--- config.mk ---
export PLATFORM = sky130hd
export DESIGN_NAME = button_event_decoder_flat
export DESIGN_NICKNAME = d
export VERILOG_FILES = /design/src/rtl/button_event_decoder_pkg.sv /design/src/rtl/button_event_decoder_if.sv /design/src/rtl/button_event_decoder_edge_detect.sv /design/src/rtl/button_event_decoder.sv /design/src/flat_wrapper.sv
export SDC_FILE = /design/constraint.sdc
export NUM_CORES = 1
export LEC_CHECK = 0
export CELL_PAD_IN_SITES_DETAIL_PLACEMENT = 0
export CELL_PAD_IN_SITES_GLOBAL_PLACEMENT = 2
export CORE_MARGIN = 5
export CORE_UTILIZATION = 25
export CTS_BUF_LIST = sky130_fd_sc_hd__clkbuf_4 sky130_fd_sc_hd__clkbuf_8
export DETAILED_ROUTE_END_ITERATION = 8
export PLACE_DENSITY = 0.58
export SETUP_SLACK_MARGIN = 0.15
export SYNTH_ARGS = -nofsm -noshare
export SYNTH_HDL_FRONTEND = slang
export SYNTH_SLANG_ARGS = --single-unit
--- constraint.sdc ---
create_clock -name clk -period 2.4 [get_ports clk]
set_input_delay 0.24 -clock clk [delete_from_list [all_inputs] [get_ports clk]]
set_output_delay 0.24 -clock clk [all_outputs]
set_load 0.01 [all_outputs]
--- src/rtl/button_event_decoder_pkg.sv ---
// Shared types and default timing for the button event decoder and its
// neighbours (debouncer configuration uses the same defaults).
package button_pkg;

    typedef enum logic [2:0] {
        IDLE,
        PRESSED,
        LONG_HELD,
        WAIT_SECOND,
        SECOND_PRESSED
    } btn_state_t;

    // One-cycle event pulses produced by the decoder.
    typedef struct packed {
        logic press;
        logic short_press;
        logic long_press;
        logic repeat_pulse;
        logic double_press;
    } btn_evt_t;

    // Defaults assume a 50 MHz system clock.
    localparam int unsigned DEF_LONG_CYCLES   = 25_000_000;  // 0.5 s
    localparam int unsigned DEF_GAP_CYCLES    = 12_500_000;  // 0.25 s
    localparam int unsigned DEF_REPEAT_CYCLES = 5_000_000;   // 0.1 s

    function automatic int unsigned max3(input int unsigned a,
                                         input int unsigned b,
                                         input int unsigned c);
        int unsigned m;
        m = (a > b) ? a : b;
        return (m > c) ? m : c;
    endfunction

endpackage

--- src/rtl/button_event_decoder_if.sv ---
// Button level in, classified event pulses out.
interface button_event_if;

    logic btn_level;
    logic press;
    logic short_press;
    logic long_press;
    logic repeat_pulse;
    logic double_press;

    // Master: the side that supplies the level and consumes the events.
    modport master (
        output btn_level,
        input  press, short_press, long_press, repeat_pulse, double_press
    );

    // Slave: the decoder itself.
    modport slave (
        input  btn_level,
        output press, short_press, long_press, repeat_pulse, double_press
    );

endinterface

--- src/rtl/button_event_decoder_edge_detect.sv ---
// Rise/fall detector on a clock-synchronous level. prev resets high so a
// level already asserted when reset releases is not seen as a rising edge.
module edge_detect (
    input  logic clk,
    input  logic rst,
    input  logic level,
    output logic rise,
    output logic fall
);

    logic prev_q;
    logic prev_d;

    // Next value of the history bit is simply the current level.
    always_comb begin
        prev_d = level;
    end

    // History register; resets to 1 to mask a held button.
    always_ff @(posedge clk) begin
        if (rst) prev_q <= 1'b1;
        else     prev_q <= prev_d;
    end

    assign rise = level & ~prev_q;
    assign fall = ~level & prev_q;

endmodule

--- src/rtl/button_event_decoder.sv ---
// Classifies a debounced button level into press / short / long / repeat /
// double event pulses using one FSM and one shared duration counter.
module button_event_decoder
    import button_pkg::*;
#(
    parameter int unsigned LONG_CYCLES   = DEF_LONG_CYCLES,
    parameter int unsigned GAP_CYCLES    = DEF_GAP_CYCLES,
    parameter int unsigned REPEAT_CYCLES = DEF_REPEAT_CYCLES
) (
    input  logic           clk,
    input  logic           rst,
    button_event_if.slave  bus
);

    localparam int unsigned CNT_W = $clog2(max3(LONG_CYCLES, GAP_CYCLES, REPEAT_CYCLES)) + 1;

    // The counter holds the number of qualifying samples already seen, so a
    // threshold is reached when the current sample arrives at count N-1.
    localparam logic [CNT_W-1:0] LONG_LAST = CNT_W'(LONG_CYCLES - 1);
    localparam logic [CNT_W-1:0] GAP_LAST  = CNT_W'(GAP_CYCLES - 1);
    localparam logic [CNT_W-1:0] REP_LAST  = CNT_W'(REPEAT_CYCLES - 1);
    localparam logic [CNT_W-1:0] CNT_MAX   = '1;
    localparam logic [CNT_W-1:0] CNT_ONE   = CNT_W'(1);

    btn_state_t       state_q, state_d;
    logic [CNT_W-1:0] cnt_q, cnt_d;
    logic [CNT_W-1:0] cnt_inc;
    btn_evt_t         evt_q, evt_d;
    logic             rise;
    logic             fall;

    edge_detect u_edge (
        .clk   (clk),
        .rst   (rst),
        .level (bus.btn_level),
        .rise  (rise),
        .fall  (fall)
    );

    // Next state, counter and event pulses. In PRESSED/LONG_HELD/SECOND_PRESSED
    // the previous sample is always high, so a low sample is exactly a fall;
    // in WAIT_SECOND the previous sample is always low, so high is a rise.
    always_comb begin
        state_d = state_q;
        cnt_d   = cnt_q;
        evt_d   = '0;
        cnt_inc = (cnt_q == CNT_MAX) ? cnt_q : cnt_q + CNT_ONE;

        unique case (state_q)
            IDLE: begin
                if (rise) begin
                    state_d   = PRESSED;
                    evt_d.press = 1'b1;
                    cnt_d     = CNT_ONE;
                end
            end
            PRESSED: begin
                if (fall) begin
                    state_d = WAIT_SECOND;
                    cnt_d   = CNT_ONE;
                end else if (cnt_q == LONG_LAST) begin
                    state_d          = LONG_HELD;
                    evt_d.long_press = 1'b1;
                    cnt_d            = '0;
                end else begin
                    cnt_d = cnt_inc;
                end
            end
            LONG_HELD: begin
                if (fall) begin
                    state_d = IDLE;
                    cnt_d   = '0;
                end else if (cnt_q == REP_LAST) begin
                    evt_d.repeat_pulse = 1'b1;
                    cnt_d              = '0;
                end else begin
                    cnt_d = cnt_inc;
                end
            end
            WAIT_SECOND: begin
                // A high sample wins over gap expiry: expiry only counts lows.
                if (rise) begin
                    state_d     = SECOND_PRESSED;
                    evt_d.press = 1'b1;
                    cnt_d       = '0;
                end else if (cnt_q == GAP_LAST) begin
                    state_d           = IDLE;
                    evt_d.short_press = 1'b1;
                    cnt_d             = '0;
                end else begin
                    cnt_d = cnt_inc;
                end
            end
            SECOND_PRESSED: begin
                if (fall) begin
                    state_d            = IDLE;
                    evt_d.double_press = 1'b1;
                    cnt_d              = '0;
                end else begin
                    cnt_d = cnt_inc;
                end
            end
            default: begin
                state_d = IDLE;
                cnt_d   = '0;
            end
        endcase
    end

    // State, counter and registered event outputs.
    always_ff @(posedge clk) begin
        if (rst) begin
            state_q <= IDLE;
            cnt_q   <= '0;
            evt_q   <= '0;
        end else begin
            state_q <= state_d;
            cnt_q   <= cnt_d;
            evt_q   <= evt_d;
        end
    end

    assign bus.press        = evt_q.press;
    assign bus.short_press  = evt_q.short_press;
    assign bus.long_press   = evt_q.long_press;
    assign bus.repeat_pulse = evt_q.repeat_pulse;
    assign bus.double_press = evt_q.double_press;

endmodule

--- src/flat_wrapper.sv ---
// flat-port wrapper written by rule: the top's interface ports become plain ports
module button_event_decoder_flat import button_pkg::*;
#(
    parameter int unsigned LONG_CYCLES   = DEF_LONG_CYCLES,
    parameter int unsigned GAP_CYCLES    = DEF_GAP_CYCLES,
    parameter int unsigned REPEAT_CYCLES = DEF_REPEAT_CYCLES
)
  (clk, rst, bus_btn_level, bus_press, bus_short_press, bus_long_press, bus_repeat_pulse, bus_double_press);
  button_event_if bus_i ();
  input  logic clk;
  input  logic rst;
  input wire logic [$bits(bus_i.btn_level)-1:0] bus_btn_level;
  output wire logic [$bits(bus_i.press)-1:0] bus_press;
  output wire logic [$bits(bus_i.short_press)-1:0] bus_short_press;
  output wire logic [$bits(bus_i.long_press)-1:0] bus_long_press;
  output wire logic [$bits(bus_i.repeat_pulse)-1:0] bus_repeat_pulse;
  output wire logic [$bits(bus_i.double_press)-1:0] bus_double_press;
  assign bus_i.btn_level = bus_btn_level;
  assign bus_press = bus_i.press;
  assign bus_short_press = bus_i.short_press;
  assign bus_long_press = bus_i.long_press;
  assign bus_repeat_pulse = bus_i.repeat_pulse;
  assign bus_double_press = bus_i.double_press;
  button_event_decoder #(.LONG_CYCLES(LONG_CYCLES), .GAP_CYCLES(GAP_CYCLES), .REPEAT_CYCLES(REPEAT_CYCLES)) u_core (.clk(clk), .rst(rst), .bus(bus_i));
endmodule
==> impl_metrics.ini, run 1 <==
[run_status]
outcome = finished, final reports clean

[die]
die-width_um = 103.2
die_y_um = 103.2
die_area_um2 = 10660
ios = 8
core_um2 = 8593
initial_utilization = 0.2529
row_count = 34

[worst_setup_path]
cp_max_fo = 16
cp_slowest_cell = dfxtp_2
r2r_cells = 8
critPathLaunchType = register
critPathTopFamily = compound AO/OA/AOI/OAI gates
crit_type = reg2reg
slowest_delay_ps = 360
critPathBufInv = 1
path_depth = 8
cp-end-kind = register
worst_ep_arrival_time_ps = 2340
crit_path_cell_trace = ha_4 -> and4_4 -> nand3_4 -> o31ai_4 -> a31oi_4 -> buf_12 -> and3_1 -> a221o_1
required_ps = 2590

[power]
irDropWorstVdd_v = 0.0001802
p_sw_mw = 0.3125
pwr_density_cell_nw_per_um2 = 411.8
intPower_mw = 0.8601
pwr-share-clk = 0.398
totalPowerFinal_mw = 1.173
seq_power_share = 0.501
combPwrFrac = 0.102
swShare = 0.2665
power.leakage_nw = 0.9983

[timing]
slew_headroom = 0.6461
period_minus_slack_ps = 2150
max_freq_ghz = 0.4652
rsz0062_at_grt = no
finalClockSkew_ps = 12.04
setup_violations = 0
drv_slew = 0
tightestPinTransition_ps = 529.1
fin_ws_ps = 250.2
fin_crit_sh = 0.8957
finalHoldViolations = 0
hold_slack_ps = 513.3

[clock_network]
clock_latency_ps = 300
clockBufferDepth = 2
htreeDepth = 2
cts_made_buffers = 5
cts_tree = yes
clock_tree.root_cell = clkbuf_8
cts.clk_slew.worst_paths_ps = 80
cts.sinks = 35

[yosys]
ys_seq_area_frac = 0.3224
syn_area_per_cell_um2 = 8.232
synth_warnings = 0
async_flop_share = 0
ys_types = 59
synth_edf_count = 0
synth_area_leaders = dfxtp_1 32%, nand3_1 5.8%, nand2_1 4.8%
syn_area_um2 = 2173
ys_ff_latch = 35
synthFlopType = dfxtp_1
synth_top_cell_by_area = dfxtp_1
syn_nets = 268
syn_inst = 264
synth_top_area_frac = 0.3224

[final_layout]
fill_cells = 942
area.growth.synth_to_final_pct = 31.03
antenna_cells = 0
drive_gt1_frac = 0.3003
final_nets = 307

[global_routing]
grt_max_degree = 19
grtUsageTotal = 0.1407
overflow = 0
grt_pass1_vias = 2101
antenna_found_initial = 0
grt_pass1_wl_um = 11470

[route]
drtIter0Drc = 133
routed_wl_um = 6988
firstDrtPassIters = 4
vias = 2157
drt_drc_violations_left = 0
via_per_inst = 5.248
wl_per_cell_um = 17.00
antenna_left = 0

[worst_hold_path]
hold_depth = 2
hold_class = reg2reg

[place]
portBuffers = 7
place_ws_ps = -114.4
dpl.hpwl_um = 5149
gp_congestion = 0.7872

[job]
drv_cap = 0
logic make-up (layout without fill, tap and decap cells):
group / Yosys count / in the layout / synth area share
xor gates and xnor gates: 1 / 1 / 0.004031
and+or+nand+nor: 147 / 147 / 0.4041
DFF: 35 / 35 / 0.3224
buffers and inverters: 21 / 60 / 0.04605
AOI/OAI and AO/OA: 58 / 58 / 0.2130
muxes: 1 / 1 / 0.004606
adders and majority gates: 1 / 1 / 0.005756
cell usage in the layout, fill, tap and decap left out, types with 3 or more instances in the layout:
cell / instances
inv_1: 6
nand2b_1: 5
o311ai_1: 3
nor3_1: 5
nor2b_1: 4
clkdlybuf4s50_1: 7
o21ai_0: 7
o31ai_1: 3
dfxtp_4: 3
clkbuf_8: 6
o211ai_1: 3
a221o_1: 3
and2_1: 5
and3_1: 12
nor2_2: 3
a21oi_1: 7
a21o_1: 3
or3_1: 3
dfxtp_1: 22
dfxtp_2: 10
or4_1: 3
a31oi_1: 7
nand2_1: 27
or3b_1: 5
nand4_1: 11
nand3_2: 3
o311ai_0: 3
nand3_1: 24
nor2_1: 14
buf_4: 38
cells in the mapped netlist, types with 2 or more instances:
library cell   n
nor2_2         2
buf_2          5
nand2b_1       5
nor4_1         3
o31ai_4        2
a31oi_1        8
or3b_1         5
or3_1          3
nor3_1         6
nor2b_1        4
o311ai_0       3
inv_1          6
nand4b_1       2
or2_2          2
o22ai_1        2
nand4_1       11
and4bb_2       2
a221o_1        3
a21oi_1        7
or4_1          3
o311ai_1       3
o31ai_1        3
and3_1        12
nand2_1       28
nand3_1       25
a32o_1         2
nand4_2        2
a21o_1         3
a2111oi_0      2
dfxtp_1       35
and2_1         5
o21ai_0        7
nor2_1        15
clkbuf_1       5
buf_4          4
nand3_2        4
o211ai_1       3
layout make-up:
type	instances	area, µm²	area share
well taps	108	135.1	0.04745
multi-input cells	208	1483	0.5206
repair buffers	47	395.4	0.1388
clock inverters	1	5.005	0.001757
clock buffers	6	82.58	0.02900
inverters	6	22.52	0.007909
flip-flops and latches	35	724.4	0.2544
tightest hold or removal path: cells and delay by family, from the launching register on:
family        cells  cell delay [ps]
simple gates      2              120
flops             1              350
sequential cells by signal, indices dropped and copies added, names as in the netlist:
name                     cells
u_core.bus.press             1
u_core.bus.long_press        1
u_core.bus.double_press      1
u_core.cnt_q                26
u_core.state_q               3
u_core.u_edge.prev_q         1
u_core.bus.short_press       1
u_core.bus.repeat_pulse      1
routing by layer:
| layer | track usage | vias up | part of all wire | wire length (µm) |
|---|---|---|---|---|
| met5 | 0 | - | 0 | 0 |
| met4 | 0.03685 | 0 | 0.013 | 93 |
| met3 | 0.03219 | 10 | 0.033 | 231 |
| met2 | 0.2245 | 26 | 0.47 | 3312 |
| met1 | 0.1919 | 1029 | 0.48 | 3351 |
| li1 | - | 1092 | - | - |
repair_timing:
item	in CTS	in global routing
endpoints found under the setup margin	24	22
resized for setup	8	27
pin swaps	1	4
setup buffers	0	2
hold buffers	0	0
through the flow:
stage | std cells | setup TNS, ps | util | area, µm²
floorplan | 264 | 0 | - | 2173
global placement | 402 | -654.3 | 0.3039 | 2611
detailed placement | 402 | -635.2 | 0.3039 | 2611
CTS | 409 | 0 | 0.3184 | 2736
global route | 411 | 0 | 0.3314 | 2848
finish | 411 | 0 | 0.3314 | 2848
path summary, 6_finish.rpt:
kind / start / to / slack [ps]
worst max-delay path: u_core.cnt_q[0]$_SDFFE_PP0N_ / u_core.cnt_q[11]$_SDFFE_PP0N_ / 250
worst min-delay path: u_core.cnt_q[20]$_SDFFE_PP0N_ / u_core.cnt_q[20]$_SDFFE_PP0N_ / 510
worst max register to register: u_core.cnt_q[0]$_SDFFE_PP0N_ / u_core.cnt_q[11]$_SDFFE_PP0N_ / 250
worst min register to register: u_core.cnt_q[20]$_SDFFE_PP0N_ / u_core.cnt_q[20]$_SDFFE_PP0N_ / 510
power groups by stage:
stage | clock, mW | sequential, mW | combinational [mW]
floorplan | 0 | 0.603 | 0.0642
global placement | 0 | 0.603 | 0.117
detailed placement | 0 | 0.603 | 0.114
CTS | 0.488 | 0.589 | 0.115
global route | 0.508 | 0.587 | 0.131
finish | 0.467 | 0.587 | 0.119
(Power assumes the default switching activity.)
==> run 2, diff against run 1 <==
- ABC_AREA: default -> 1
- PLACE_DENSITY: 0.58 -> 0.62
==> impl_metrics.ini, run 2 <==
[timing]
max_freq_ghz = 0.4793
fin_setup_tns_ps = 0
setup_violations = 0
rsz0062_at_grt = no
period_minus_slack_ps = 2086
tightestPinTransition_ps = 466.6
finalClockSkew_ps = 3.470
drv_slew = 0
fin_crit_sh = 0.8692
slew_headroom = 0.6866
finalHoldViolations = 0

[clock_network]
cts_tree = yes
cts_made_buffers = 5
clockBufferDepth = 2
htreeDepth = 2
ctsHoldBuffers = 0
cts.clk_slew.worst_paths_ps = 80
clock_latency_ps = 290
cts.sinks = 35
clock_tree.root_cell = clkbuf_8

[worst_setup_path]
cp_slowest_cell = dfxtp_1
crit_top_cell = nand3_2
required_ps = 2570
cp-end-kind = register
crit_path_cell_trace = ha_1 -> nand3_2 -> nor3_2 -> nand3_2 -> a21oi_4 -> nand3_4 -> buf_4 -> nand2_1 -> a21oi_1
slowest_delay_ps = 410
critPathLaunchType = register
worst_ep_arrival_time_ps = 2260
cp_max_fo = 9
crit_type = reg2reg

[global_routing]
antenna_found_initial = 0
grt_pass1_vias = 2218
grtUsageTotal = 0.1291
grt_max_degree = 30
grt_pass1_wl_um = 11440
overflow = 0

[power]
swShare = 0.3640
pwr_density_cell_nw_per_um2 = 657.7
pwr-share-clk = 0.328
irDropWorstVdd_v = 0.0002341
combPwrFrac = 0.311
seq_power_share = 0.361
intPower_mw = 1.119
power.leakage_nw = 1.056
p_sw_mw = 0.6402

[final_layout]
top_regs = u_core.cnt_q (26), u_core.state_q (3)
utilization = 0.2935
layout_common_cells = 103 x nand2_1, 39 x nor2_1, 35 x dfxtp_1
final_nets = 370
top_register = u_core.cnt_q
fin_area_um2 = 2674
antenna_cells = 0
area.growth.synth_to_final_pct = 16.33
fill_cells = 1062
mostFrequentLayoutCell = nand2_1
largest_reg_flops = 26
seq_area_um2 = 700.7
final_cells = 478
drive_gt1_frac = 0.1199
multi_input_area_um2 = 1435

[die]
row_count = 35
initial_utilization = 0.2523
die_area_um2 = 11210
ios = 8
core_um2 = 9109
die_y_um = 105.9
die-width_um = 105.9

[route]
firstDrtPassIters = 4
vias = 2208
via_per_inst = 4.619
antenna_left = 0
routed_wl_um = 7214
wl_per_cell_um = 15.09
drtIter0Drc = 86
drt_drc_violations_left = 0

[job]
drv_cap = 0

[place]
portBuffers = 7
gp_congestion = 0.7717
dpl_cell_area_um2 = 2486
placed_cells = 467
dpl.hpwl_um = 5178

[yosys]
ys_types = 34
synth_top_area_frac = 0.3048
synth_top_cell_by_area = dfxtp_1
syn_inst = 354
post-synth-top-count-cell = nand2_1
synth_edf_count = 0
synthFlopType = dfxtp_1
synth_area_leaders = dfxtp_1 30%, nand2_1 17%, nor2_1 6.4%
ys_ff_latch = 35
syn_area_per_cell_um2 = 6.493
async_flop_share = 0
ys_seq_area_frac = 0.3048
syn_area_um2 = 2298
synth_warnings = 0
yosys-top-cells-count = 104 x nand2_1, 39 x nor2_1, 35 x dfxtp_1
syn_nets = 358

[worst_hold_path]
hold_class = reg2reg

[run_status]
outcome = finished, final reports clean
[run 2: routing by layer]
| metal | routed length, µm | track usage | vias up | share of wire |
|---|---|---|---|---|
| met1 | 3548 | 0.1748 | 987 | 0.49 |
| li1 | - | - | 1171 | - |
| met5 | 0 | 0 | - | 0 |
| met3 | 194 | 0.02082 | 15 | 0.027 |
| met4 | 200 | 0.05273 | 0 | 0.028 |
| met2 | 3271 | 0.2036 | 35 | 0.45 |
[run 2: path summary, 6_finish.rpt]
| kind | start | to | slack (ps) | cells after the start |
|---|---|---|---|---|
| worst max-delay path | u_core.cnt_q[0]$_SDFFE_PP0N_ | u_core.cnt_q[11]$_SDFFE_PP0N_ | 310 | 9 |
| worst min register to register | u_core.cnt_q[19]$_SDFFE_PP0N_ | u_core.cnt_q[19]$_SDFFE_PP0N_ | 500 | 2 |
| worst min-delay path | u_core.cnt_q[19]$_SDFFE_PP0N_ | u_core.cnt_q[19]$_SDFFE_PP0N_ | 500 | 2 |
| worst max register to register | u_core.cnt_q[0]$_SDFFE_PP0N_ | u_core.cnt_q[11]$_SDFFE_PP0N_ | 310 | 9 |
[run 2: cell type report]
type	instances	area share
clock buffer	6	0.03088
inverter	37	0.05194
clock inverter	2	0.01310
sequential	35	0.2621
tap	111	0.05194
timing repair buffer	15	0.05335
multi-input combinational	272	0.5367
[run 2: logic make-up (layout without fill, tap and decap cells)]
logic type / Yosys count / after routing / share of synthesized area
flip-flops: 35 / 35 / 0.3048
buffers and inverters: 48 / 60 / 0.08927
AO/OA/AOI/OAI: 39 / 39 / 0.09854
XOR/XNOR: 17 / 17 / 0.06478
AND/OR/NAND/NOR: 214 / 215 / 0.4371
adder cells (fa/ha/maj): 1 / 1 / 0.005443
[run 2: per-stage QoR]
step,worst slack (ps),hold slack (ps),total power [mW]
4_1_cts,211.9,504.8,1.696
5_1_grt,160.0,531.2,1.858
3_5_place_dp,225.9,491.9,1.109
3_3_place_gp,337.3,488.9,1.114
6_report,313.8,498.2,1.759
2_1_floorplan,658.0,336.4,0.9764
[run 2: worst max-delay path: cells and delay by family (launching register included)]
kind	cells	cell delay, ps
DFF	1	410
and+or+nand+nor	5	770
buffers and inverters	1	190
AOI/OAI and AO/OA	2	350
adders and majority gates	1	230
[run 2: power by group through the flow]
| stage | registers, mW | clock network (mW) | logic, mW |
|---|---|---|---|
| finish | 0.635 | 0.576 | 0.547 |
| CTS | 0.634 | 0.599 | 0.462 |
| floorplan | 0.642 | 0 | 0.334 |
| global placement | 0.646 | 0 | 0.468 |
| global route | 0.637 | 0.616 | 0.605 |
| detailed placement | 0.648 | 0 | 0.461 |
[run 2: what timing repair did]
action	in CTS	in global routing
resized for setup	0	6
endpoints found under the setup margin	0	25
buffers inserted	0	2
